**config.mk**
```make
export PLATFORM = sky130hd
export DESIGN_NAME = ram_arbiter_flat
export DESIGN_NICKNAME = d
export VERILOG_FILES = /design/src/rtl/ram_arbiter_if.sv /design/src/rtl/ram_arbiter.sv /design/src/flat_wrapper.sv
export SDC_FILE = /design/constraint.sdc
export NUM_CORES = 1
export LEC_CHECK = 0
export CORE_UTILIZATION = 31
export CTS_CLUSTER_SIZE = 8
export DETAILED_ROUTE_END_ITERATION = 8
export GPL_TIMING_DRIVEN = 0
export PLACE_DENSITY = 0.88
export SYNTH_ARGS = -nofsm -noshare
export SYNTH_HDL_FRONTEND = slang
export SYNTH_SLANG_ARGS = --single-unit
```
**constraint.sdc**
```tcl
create_clock -name clk -period 3.55 [get_ports clk]
set_input_delay 0.355 -clock clk [delete_from_list [all_inputs] [get_ports clk]]
set_output_delay 0.355 -clock clk [all_outputs]
set_load 0.01 [all_outputs]
```
**src/rtl/ram_arbiter_if.sv**
```systemverilog
// Bundle of CPU-side, host-side and RAM-side signals around the RAM arbiter.
// The arbiter takes the slave view; the surrounding system drives the master view.
interface ram_arbiter_if #(
    parameter int AW = 8,
    parameter int DW = 8
);
    logic          cpu_boundary;
    logic          cpu_we;
    logic          cpu_oe;
    logic [AW-1:0] cpu_addr;
    logic [DW-1:0] cpu_wdata;
    logic [DW-1:0] cpu_rdata;
    logic          cpu_halt;

    logic          host_req;
    logic          host_gnt;
    logic          host_valid;
    logic          host_we;
    logic [AW-1:0] host_addr;
    logic [DW-1:0] host_wdata;
    logic [DW-1:0] host_rdata;
    logic          host_rvalid;

    logic          ram_we;
    logic          ram_oe;
    logic [AW-1:0] ram_addr;
    logic [DW-1:0] ram_wdata;
    logic [DW-1:0] ram_rdata;

    logic          owner;

    modport slave (
        input  cpu_boundary, cpu_we, cpu_oe, cpu_addr, cpu_wdata,
        output cpu_rdata, cpu_halt,
        input  host_req, host_valid, host_we, host_addr, host_wdata,
        output host_gnt, host_rdata, host_rvalid,
        output ram_we, ram_oe, ram_addr, ram_wdata,
        input  ram_rdata,
        output owner
    );

    modport master (
        output cpu_boundary, cpu_we, cpu_oe, cpu_addr, cpu_wdata,
        input  cpu_rdata, cpu_halt,
        output host_req, host_valid, host_we, host_addr, host_wdata,
        input  host_gnt, host_rdata, host_rvalid,
        input  ram_we, ram_oe, ram_addr, ram_wdata,
        output ram_rdata,
        input  owner
    );
endinterface

```
**src/rtl/ram_arbiter.sv**
```systemverilog
// Two-master arbiter for the single-port program/data RAM (CPU vs host loader/debug port).
// Define ARB_BURST_LIMIT_EN to force the host to yield after BURST_MAX beats per tenure.
module ram_arbiter #(
    parameter int AW        = 8,
    parameter int DW        = 8,
    parameter int BURST_MAX = 16
) (
    input logic          clk,
    input logic          reset,
    ram_arbiter_if.slave bus
);
    typedef enum logic [1:0] {
        ST_CPU,
        ST_DRAIN,
        ST_HOST,
        ST_RETURN
    } state_e;

    state_e        state_q, state_d;
    logic          cpu_halt_q;
    logic          host_gnt_q;
    logic          host_rvalid_q;
    logic [DW-1:0] host_rdata_q;
    logic          host_beat;
    logic          host_rd;

    // A beat presented while the request is being withdrawn is dropped.
    assign host_beat = (state_q == ST_HOST) && bus.host_req && bus.host_valid;
    assign host_rd   = host_beat && !bus.host_we;

`ifdef ARB_BURST_LIMIT_EN
    localparam int CW = $clog2(BURST_MAX + 1);

    logic [CW-1:0] beat_cnt_q, beat_cnt_d;
    logic          yield_q, yield_d;
    logic          last_beat;

    assign last_beat = host_beat && (beat_cnt_q == CW'(BURST_MAX - 1));
`endif

    always_ff @(posedge clk) begin
        if (reset) begin
            state_q       <= ST_CPU;
            cpu_halt_q    <= 1'b0;
            host_gnt_q    <= 1'b0;
            host_rvalid_q <= 1'b0;
            host_rdata_q  <= '0;
`ifdef ARB_BURST_LIMIT_EN
            beat_cnt_q    <= '0;
            yield_q       <= 1'b0;
`endif
        end else begin
            state_q       <= state_d;
            cpu_halt_q    <= (state_d == ST_DRAIN) || (state_d == ST_HOST);
            host_gnt_q    <= (state_d == ST_HOST);
            host_rvalid_q <= host_rd;
            if (host_rd) begin
                host_rdata_q <= bus.ram_rdata;
            end
`ifdef ARB_BURST_LIMIT_EN
            beat_cnt_q    <= beat_cnt_d;
            yield_q       <= yield_d;
`endif
        end
    end

    always_comb begin
        state_d = state_q;
`ifdef ARB_BURST_LIMIT_EN
        beat_cnt_d = beat_cnt_q;
        yield_d    = yield_q;
`endif
        case (state_q)
            ST_CPU: begin
`ifdef ARB_BURST_LIMIT_EN
                // After a forced yield, one instruction boundary must pass first.
                if (yield_q) begin
                    if (bus.cpu_boundary) begin
                        yield_d = 1'b0;
                    end
                end else if (bus.host_req) begin
                    state_d = ST_DRAIN;
                end
`else
                if (bus.host_req) begin
                    state_d = ST_DRAIN;
                end
`endif
            end
            ST_DRAIN: begin
                if (!bus.host_req) begin
                    state_d = ST_RETURN;
                end else if (bus.cpu_boundary) begin
                    state_d = ST_HOST;
                end
            end
            ST_HOST: begin
                if (!bus.host_req) begin
                    state_d = ST_RETURN;
                end
`ifdef ARB_BURST_LIMIT_EN
                else if (host_beat) begin
                    beat_cnt_d = beat_cnt_q + CW'(1);
                    if (last_beat) begin
                        state_d = ST_RETURN;
                        yield_d = 1'b1;
                    end
                end
`endif
            end
            ST_RETURN: begin
                state_d = ST_CPU;
`ifdef ARB_BURST_LIMIT_EN
                beat_cnt_d = '0;
`endif
            end
            default: state_d = ST_CPU;
        endcase
    end

    // RETURN leaves both strobes low: the guaranteed dead cycle between owners.
    always_comb begin
        bus.ram_we    = 1'b0;
        bus.ram_oe    = 1'b0;
        bus.ram_addr  = bus.cpu_addr;
        bus.ram_wdata = bus.cpu_wdata;
        bus.cpu_rdata = '0;
        case (state_q)
            ST_CPU, ST_DRAIN: begin
                bus.ram_we    = bus.cpu_we && !reset;
                bus.ram_oe    = bus.cpu_oe;
                bus.cpu_rdata = bus.ram_rdata;
            end
            ST_HOST: begin
                bus.ram_addr  = bus.host_addr;
                bus.ram_wdata = bus.host_wdata;
                bus.ram_we    = host_beat && bus.host_we && !reset;
                bus.ram_oe    = host_rd;
            end
            default: ;
        endcase
    end

    assign bus.cpu_halt    = cpu_halt_q;
    assign bus.host_gnt    = host_gnt_q;
    assign bus.owner       = host_gnt_q;
    assign bus.host_rvalid = host_rvalid_q;
    assign bus.host_rdata  = host_rdata_q;
endmodule

```
**src/flat_wrapper.sv**
```systemverilog
// flat-port wrapper written by rule: the top's interface ports become plain ports
module ram_arbiter_flat 
#(
    parameter int AW        = 8,
    parameter int DW        = 8,
    parameter int BURST_MAX = 16
)
  (clk, reset, bus_cpu_boundary, bus_cpu_we, bus_cpu_oe, bus_cpu_addr, bus_cpu_wdata, bus_cpu_rdata, bus_cpu_halt, bus_host_req, bus_host_valid, bus_host_we, bus_host_addr, bus_host_wdata, bus_host_gnt, bus_host_rdata, bus_host_rvalid, bus_ram_we, bus_ram_oe, bus_ram_addr, bus_ram_wdata, bus_ram_rdata, bus_owner);
  ram_arbiter_if #(.AW(AW), .DW(DW)) bus_i ();
  input logic clk;
  input logic reset;
  input wire logic [$bits(bus_i.cpu_boundary)-1:0] bus_cpu_boundary;
  input wire logic [$bits(bus_i.cpu_we)-1:0] bus_cpu_we;
  input wire logic [$bits(bus_i.cpu_oe)-1:0] bus_cpu_oe;
  input wire logic [$bits(bus_i.cpu_addr)-1:0] bus_cpu_addr;
  input wire logic [$bits(bus_i.cpu_wdata)-1:0] bus_cpu_wdata;
  output wire logic [$bits(bus_i.cpu_rdata)-1:0] bus_cpu_rdata;
  output wire logic [$bits(bus_i.cpu_halt)-1:0] bus_cpu_halt;
  input wire logic [$bits(bus_i.host_req)-1:0] bus_host_req;
  input wire logic [$bits(bus_i.host_valid)-1:0] bus_host_valid;
  input wire logic [$bits(bus_i.host_we)-1:0] bus_host_we;
  input wire logic [$bits(bus_i.host_addr)-1:0] bus_host_addr;
  input wire logic [$bits(bus_i.host_wdata)-1:0] bus_host_wdata;
  output wire logic [$bits(bus_i.host_gnt)-1:0] bus_host_gnt;
  output wire logic [$bits(bus_i.host_rdata)-1:0] bus_host_rdata;
  output wire logic [$bits(bus_i.host_rvalid)-1:0] bus_host_rvalid;
  output wire logic [$bits(bus_i.ram_we)-1:0] bus_ram_we;
  output wire logic [$bits(bus_i.ram_oe)-1:0] bus_ram_oe;
  output wire logic [$bits(bus_i.ram_addr)-1:0] bus_ram_addr;
  output wire logic [$bits(bus_i.ram_wdata)-1:0] bus_ram_wdata;
  input wire logic [$bits(bus_i.ram_rdata)-1:0] bus_ram_rdata;
  output wire logic [$bits(bus_i.owner)-1:0] bus_owner;
  assign bus_i.cpu_boundary = bus_cpu_boundary;
  assign bus_i.cpu_we = bus_cpu_we;
  assign bus_i.cpu_oe = bus_cpu_oe;
  assign bus_i.cpu_addr = bus_cpu_addr;
  assign bus_i.cpu_wdata = bus_cpu_wdata;
  assign bus_cpu_rdata = bus_i.cpu_rdata;
  assign bus_cpu_halt = bus_i.cpu_halt;
  assign bus_i.host_req = bus_host_req;
  assign bus_i.host_valid = bus_host_valid;
  assign bus_i.host_we = bus_host_we;
  assign bus_i.host_addr = bus_host_addr;
  assign bus_i.host_wdata = bus_host_wdata;
  assign bus_host_gnt = bus_i.host_gnt;
  assign bus_host_rdata = bus_i.host_rdata;
  assign bus_host_rvalid = bus_i.host_rvalid;
  assign bus_ram_we = bus_i.ram_we;
  assign bus_ram_oe = bus_i.ram_oe;
  assign bus_ram_addr = bus_i.ram_addr;
  assign bus_ram_wdata = bus_i.ram_wdata;
  assign bus_i.ram_rdata = bus_ram_rdata;
  assign bus_owner = bus_i.owner;
  ram_arbiter #(.AW(AW), .DW(DW), .BURST_MAX(BURST_MAX)) u_core (.clk(clk), .reset(reset), .bus(bus_i));
endmodule
```
-- Word-level counts from Yosys, hierarchy flattened
Cells that the tools add are included.
W data, S select, Z words.
- bits in latches: 0
- bits of input ports: 48
- logic and storage cells: 31
- memory bits (writable): 0
- output and inout bits: 38
- bits in read-only memories: 0
- bits in registers: 13
- memories kept: 0
- mux-type cells: 10
- equality and inequality tests: 5
- add/subtract/negate cells: 0
- bitwise operators: 0
- $mul: 0
- magnitude comparators: 0
- shift operators: 0
- div/mod/pow operators: 0
- reduce and logical (&&, ||, !) cells: 11
- operator list (cell ; number):
    $mux W8 ; 3
    $mux W2 ; 4
    $pmux W2 S4 ; 1
    $eq A2 B2 Y1 const B ; 3
    $logic_and A1 B1 Y1 ; 6
    $eq A2 B1 Y1 const B ; 2
    $pmux W1 S2 ; 2
    $logic_not A1 Y1 ; 2
    $logic_not A2 Y1 ; 1
    $reduce_or A2 Y1 ; 1
    $logic_or A1 B1 Y1 ; 1

-- Longest topological paths before layout
Gate-level depths: netlist of run 1.
- word-level depth: 6
- mapped depth: 6
- depth with buffers taken out: 5

-- Worst setup path after synthesis of run 1
Ideal clock, no wire load.
- path type: register to output
- from: register u_core.state_q[1]
- to: output bus_ram_we
- arrival time: 953 ps
- required time: 3195 ps
- stages on the path, launching flop included: 5
- setup slack: 2242 ps
- buffers on the path: 1
- cells stage by stage: dfxtp_1 > nor2b_1 > buf_2 > nand4_1 > a21oi_1
- cells in the longest elaborated chain, start to end: 6
- elaborated cells between the ends (all ways): 9
- classes of those cells: eq/ne (2); mux (1); reduce/logical (6)
- ends and longest elaborated chain (element ; RTL line ; RTL):
    start, declared ; ram_arbiter.sv:19 ; state_e state_q, state_d;
    start signal, assigned ; ram_arbiter.sv:53 ; state_q <= state_d;
    $eq A2 B2 Y1 ; ram_arbiter.sv:28, ram_arbiter.sv:128 ;
    $logic_and A1 B1 Y1 (2 in series) ; ram_arbiter.sv:28 ; assign host_beat = (state_q == ST_HOST) && bus.host_req && bus.host_valid;
    $logic_and A1 B1 Y1 (2 in series) ; ram_arbiter.sv:137 ; bus.ram_we = host_beat && bus.host_we && !reset;
    $pmux W1 S2 * ; ram_arbiter.sv:128 ; case (state_q)
    end, declared ; flat_wrapper.sv:27 ; output wire logic [$bits(bus_i.ram_we)-1:0] bus_ram_we;
Mark *: on every way between the ends. The rest lies on a longest branch, timed or not.

-- Final worst setup path of run 1
- from: input bus_host_req
- to: output bus_ram_oe
- cells in the longest elaborated chain, start to end: 4
- ends and longest elaborated chain (element ; RTL line ; RTL):
    start, declared ; flat_wrapper.sv:19 ; input wire logic [$bits(bus_i.host_req)-1:0] bus_host_req;
    $logic_and A1 B1 Y1 (2 in series) ; ram_arbiter.sv:28 ;
    $logic_and A1 B1 Y1 ; ram_arbiter.sv:29 ; assign host_rd = host_beat && !bus.host_we;
    $pmux W1 S2 ; ram_arbiter.sv:128 ;
    end, declared ; flat_wrapper.sv:28 ; output wire logic [$bits(bus_i.ram_oe)-1:0] bus_ram_oe;
Every way passes these cells.

==> metrics.md, run 1 <==
| Metric | Value |
|---|---|
| Outcome | finished clean |
| DRC | 0 |
| Largest net degree at the start of global routing | 11 |
| Critical Path RT | approximately 3.2 ns |
| Reg clk slew, reported paths | ~0.07 ns |
| Setup violators final | 0 |
| Core ar. | around 2500 um2 |
| CTS tree | yes |
| Leakage | roughly 0.75 nW |
| Die height | approximately 55 um |
| Cell Pwr Density | 262.7 nW/um2 |
| Commonest non-fill, non-tap cell in the layout | clkdlybuf4s50_1 |
| Vias in the first global route | roughly 920 |
| Post-CTS Hold Fix Bufs | 0 |
| RSZ-0062 raised after global routing | no |
| Via-to-Cell Ratio | 4.447 |
| Worst Setup End Kind | primary output |
| CP dominant cell by count | clkdlybuf4s50_1 |
| Slowest CP cell | clkdlybuf4s50_1 |
| Post-CTS Setup Bufs | 0 |
| Critical path's largest stage delay | ~0.58 ns |
| Hold Path Class | flip-flop to flip-flop |
| Largest fanout on the critical path | 9 |
| Port Buf Inserts | 85 |
| Clk Latency, worst-skew pair | between 0.2 and 0.3 ns |
| Cell taking the most area after synthesis | dfxtp_1 |
| ANT nets after route | 0 |
| Maxcap violations | 0 |
| Synth top area cells | dfxtp_1 (30%), nand2_1 (23%), nand2b_1 (12%), mux2i_1 (9.3%), nor2b_1 (7.2%) |
| Pre-antenna DRT Iters | 4 |
| GRT Total Usage | 0.1944 |
| Most frequent cells in the layout | clkdlybuf4s50_1 (85), nand2_1 (52), nand2b_1 (17), dfxtp_1 (13), nor2b_1 (10) |
| CTS root buf | clkbuf_4 |
| Synth cell types | 19 |
| Clock Sinks | 13 |
| Post-cts repair resize count | 0 |
| Number of diodes | 0 |
| First-pass GRT wire length | 4.091 mm |
| Final Hold Vio Count | 0 |
| Full die area | 3004 um2 |
| H-tree depth | 1 |
| Clock tree buffer depth | 2 |
| Final setup skew | ~0.0088 ns |
| Standard-cell rows | 18 |
| Setup_tns | 0 ns |
| Met1 Routed Length | 1.119 mm |
| Die W | about 55 um |
| Synth Area per Inst | around 7 um2 |
| Drt wl/cell | ~12 um |
| Post-Syn Area | about 860 um2 |
| Max-slew violations | 0 |
| GPL Wtd Cong | 0.8375 |
| IO Pins | 86 |
| Dpl ws | about 1.2 ns |
| Sequential share of the synthesized area | 0.3010 |
| Metal3 WL | 256 um |
| Final WL | 2.843 mm |
| Syn Inst Count | approximately 130 |
| Arr. time, crit path | between 2 and 2.5 ns |
| Initial antenna violation count | 0 |
| Via count | about 1,100 |
| Kind of critical path | primary input to primary output |
| CP startpoint kind | primary input |
| Max-slew headroom | 0.7331 |
| Area Overhead vs Synth | 105.9% |
| Post-DP HPWL | 2.337 mm |
| Layout cells sized above 1 | 0.05607 |
| Synth Warn # | 0 |
| Worst slew pin tran | ~0.40 ns |
| Synth Net Count | about 170 |
| Total CTS buffers | 3 |
| Top cell type's share of synthesized area | 0.3010 |
| Max frequency | between 400 and 500 MHz |
| #FFs+latches synth | 13 |
| Worst setup margin | around 1.2 ns |
| Crit path cell chain | clkdlybuf4s50_1, nand2_1, nor3_2, buf_6, a21o_1, clkdlybuf4s50_1 |
| WL met2 | about 1.4 mm |
| Tcrit/Tclk final | 0.6671 |
| Starting Density | 0.3397 |
| Final #Nets | roughly 260 |
| Worst vdd ir | between 0.0002 and 0.00025 V |
| Top layer in use | met4 |
| Minimum clock period | around 2.4 ns |
| Initial DRC Count | 8 |
| Total grt overflow | 0 |
## cells by family (layout without fill, tap and decap cells)
kind of cell,Yosys count,after routing,share of synthesized area
AND/OR/NAND/NOR,85,85,0.4631
flip-flops,13,13,0.3010
buffers and inverters,12,101,0.08538
multiplexers,8,8,0.09262
AO/OA/AOI/OAI,6,6,0.04341
adder cells (fa/ha/maj),1,1,0.01447
## layout make-up
cell class | instances | area (um2)
buffer | 9 | 62.56
clock inverter | 1 | 5.005
multi-input combinational | 100 | 530.5
fill | 195 | 764.5
timing repair buffer | 85 | 850.8
clock buffer | 3 | 22.52
inverter | 3 | 11.26
tap | 30 | 37.54
sequential | 13 | 260.3
## where the power goes
group          total, mW  switching, mW  leakage [nW]  internal, mW
Combinational      0.218         0.0823         0.626         0.136
Clock             0.0925         0.0506        0.0177        0.0419
Sequential         0.157        0.00442         0.106         0.153
## worst max-delay path, delay by kind of cell
kind                   cells  cell delay (ns)
buffers and inverters      3             1.29
and+or+nand+nor            2             0.26
AOI/OAI and AO/OA          1             0.10
## state kept, by name (all words and copies together), names as in the netlist
signal                  flops
u_core.bus.host_gnt         1
u_core.bus.host_rvalid      1
u_core.state_q              2
u_core.bus.cpu_halt         1
u_core.bus.host_rdata       8
## path summary, 6_finish.rpt
kind / slack (ns) / cells past startpoint / end / from
min reg2reg: 0.47 / 2 / u_core.bus.host_rdata[4] / u_core.bus.host_rdata[4]
min: 0.47 / 2 / u_core.bus.host_rdata[4] / u_core.bus.host_rdata[4]
max reg2reg: 2.17 / 6 / u_core.bus.cpu_halt / u_core.state_q[1]
max: 1.18 / 6 / bus_ram_oe / bus_host_req
## stage by stage
| step | hold slack (ns) | total power [mW] | instances | utilization | area (um2) |
|---|---|---|---|---|---|
| floorplan | 0.4335 | 0.2437 | 125 | - | 864.6 |
| global placement | 0.4597 | 0.3734 | 240 | 0.6888 | 1753 |
| detailed placement | 0.4635 | 0.3794 | 240 | 0.6888 | 1753 |
| CTS | 0.4763 | 0.4717 | 244 | 0.6996 | 1780 |
| global route | 0.5072 | 0.5002 | 244 | 0.6996 | 1780 |
| finish | 0.4731 | 0.4678 | 244 | 0.6996 | 1780 |
## cells in the mapped netlist (all sizes together)
cell     n
mux2i    8
dfxtp   13
a21oi    3
a21o     1
nand2   52
or3      1
clkbuf   2
nand4    1
nor4     1
nor3     1
inv      3
nor2b   10
nor2     2
buf      7
nand2b  17
o211ai   2
ha       1
## layer usage
metal	vias up	track usage
met5	-	0
met4	0	0.08974
met3	2	0.05833
met2	43	0.3273
met1	469	0.2219
li1	571	-
(Power assumes the default switching activity.)
==> run 2: changes to the inputs <==
- CORE_UTILIZATION: 31 -> 29
- PLACE_DENSITY: 0.88 -> 0.84
- clock period: 3.55 -> 2.2 ns (I/O delays scaled with it)
==> metrics.md, run 2 (synthesis gave the netlist of run 1 again) <==
| Metric | Value |
|---|---|
| Hold-critical path depth | 2 (unchanged) |
| Post-cts repair resize count | 0 (unchanged) |
| Pre-antenna DRT Iters | 4 (unchanged) |
| ANT nets after route | 0 (unchanged) |
| Final setup skew | 0.002161 ns (-0.006608 ns) |
| Clock Sinks | 13 (unchanged) |
| Worst r2r path cells | 6 (unchanged) |
| Max FFs per register | 8 (unchanged) |
| Post-CTS Hold Fix Bufs | 0 (unchanged) |
| Total CTS buffers | 3 (unchanged) |
| IO Pins | 86 (unchanged) |
| First-pass GRT wire length | 4.126 mm (+0.86%) |
| Worst Setup End Kind | primary output |
| Via-to-Cell Ratio | 4.522 (+1.7%) |
| Min-Delay Endpoint | u_core.bus.host_rdata[7] |
| Largest net degree at the start of global routing | 11 (unchanged) |
| CTS tree | yes |
| Cell Pwr Density | 420.2 nW/um2 (+60%) |
| Setup violators final | 0 (unchanged) |
| RR Endpoint | u_core.bus.cpu_halt |
| Worst slew pin tran | 0.4042 ns (+0.003757 ns) |
| Commonest non-fill, non-tap cell in the layout | clkdlybuf4s50_1 |
| Final Hold Vio Count | 0 (unchanged) |
| Core ar. | 2781 um2 (+9.3%) |
| GRT Total Usage | 0.1625 (-0.03188) |
| DRC | 0 (unchanged) |
| Starting Density | 0.3108 (-0.02888) |
| Outcome | finished clean |
| Largest fanout on the critical path | 9 (unchanged) |
| Maxcap violations | 0 (unchanged) |
| GPL Wtd Cong | 0.7226 (-14%) |
| Initial DRC Count | 26 (+18) |
| Reg2reg start | u_core.state_q[1] |
| CTS root buf | clkbuf_4 |
| Minimum clock period | around 2.1 ns |
| Die W | 56.60 um (+3.3%) |
| Die height | 56.60 um (+3.3%) |
| RSZ-0062 raised after global routing | no |
| Via count | 1,108 (+2.1%) |
| Max frequency | ~480 MHz |
| Initial antenna violation count | 0 (unchanged) |
| Reg clk slew, reported paths | 0.08 ns (about the same) |
| Kind of critical path | primary input to primary output |
| Setup_tns | 0 ns (unchanged) |
| Most frequent cells in the layout | clkdlybuf4s50_1 (85), nand2_1 (52), nand2b_1 (17), dfxtp_1 (13), nor2b_1 (10) |
| Total grt overflow | 0 (unchanged) |
| Tcrit/Tclk final | 0.9566 |
| Critical Path RT | 1.98 ns (-1.21 ns) |
| Hold_sp | u_core.bus.host_rdata[7] |
| Full die area | 3204 um2 (+6.6%) |
| Port Buf Inserts | 85 (unchanged) |
| Drt wl/cell | 10.83 um (-7.0%) |
| Area Overhead vs Synth | 106.1% (about the same) |
| Number of diodes | 0 (unchanged) |
| Final Total Pwr | 0.7487 mW (+60%) |
| Max-slew violations | 0 (unchanged) |
| Standard-cell rows | 19 (+1) |
| Max-slew headroom | 0.7306 (-0.002504) |
| Hold Path Class | flip-flop to flip-flop |
| Post-DP HPWL | 2.127 mm (-9.0%) |
| Arr. time, crit path | 1.88 ns (-0.13 ns) |
| Worst R2R Setup Slack | 0.84 ns (-1.33 ns) |
| Final #Nets | 264 (unchanged) |
| Layout cells sized above 1 | 0.05607 (unchanged) |
| Leakage | 0.7497 nW (unchanged) |
| Fill cells | 267 (+37%) |
| Worst vdd ir | 0.0003451 V (+41%) |
| H-tree depth | 1 (unchanged) |
| Clock tree buffer depth | 2 (unchanged) |
| Post-CTS Setup Bufs | 0 (unchanged) |
| Vias in the first global route | 1,038 (+13%) |
| Final WL | 2.654 mm (-6.6%) |
| Clk Latency, worst-skew pair | 0.27 ns (-0.02 ns) |
| CP startpoint kind | primary input |
==> run 2: cell counts in the layout (fill, tap and decap cells not counted) <==
No cell type changed its count.
==> run 2: routing by layer <==
layer | up-vias | wire (um) | track usage
li1 | 567 | - | -
met3 | 2 | 437 | 0.09217
met5 | - | 0 | 0
met4 | 0 | 13 | 0.05226
met2 | 65 | 1167 | 0.2840
met1 | 474 | 1035 | 0.1610
==> run 2: how the worst max path moves through the flow <==
stage	start	to	cells after the start
after global routing	u_core.state_q[1]	bus_ram_we	5
after CTS	bus_host_req	bus_ram_oe	6
final	bus_host_req	bus_ram_oe	6
after detailed placement	bus_host_req	bus_ram_oe	6
after global placement	bus_host_req	bus_ram_oe	6
after floorplan	u_core.state_q[0]	u_core.bus.cpu_halt	6
==> run 2: worst max-delay path: stages <==
cell,delay [ns]
clkdlybuf4s50_1,0.58
nand2_1,0.11
nor3_2,0.15
buf_6,0.18
a21o_1,0.10
clkdlybuf4s50_1,0.54
==> run 2: layout make-up <==
type                    count  area [um2]  share of cell area
clock inverters             1       5.005            0.002809
flip-flops and latches     13       260.3              0.1461
multi-input cells         100       530.5              0.2978
well taps                  31       38.79             0.02177
inverters                   3       11.26            0.006320
plain buffers               9       62.56             0.03511
clock buffers               3       22.52             0.01264
repair buffers             85       850.8              0.4775
==> run 2: where the power goes <==
part           switching (mW)  internal [mW]
Clock                  0.0815         0.0673
Combinational           0.129          0.219
Sequential            0.00621          0.246
==> run 2: metrics by stage <==
step	setup slack, ns	hold WS [ns]	utilization	cell area (um2)	instances
floorplan	0.9668	0.2985	-	864.6	125
global placement	0.1209	0.4587	0.6307	1754	241
detailed placement	0.1121	0.4657	0.6307	1754	241
CTS	0.09009	0.4867	0.6406	1782	245
global route	0.005827	0.5034	0.6406	1782	245
finish	0.09552	0.4820	0.6406	1782	245
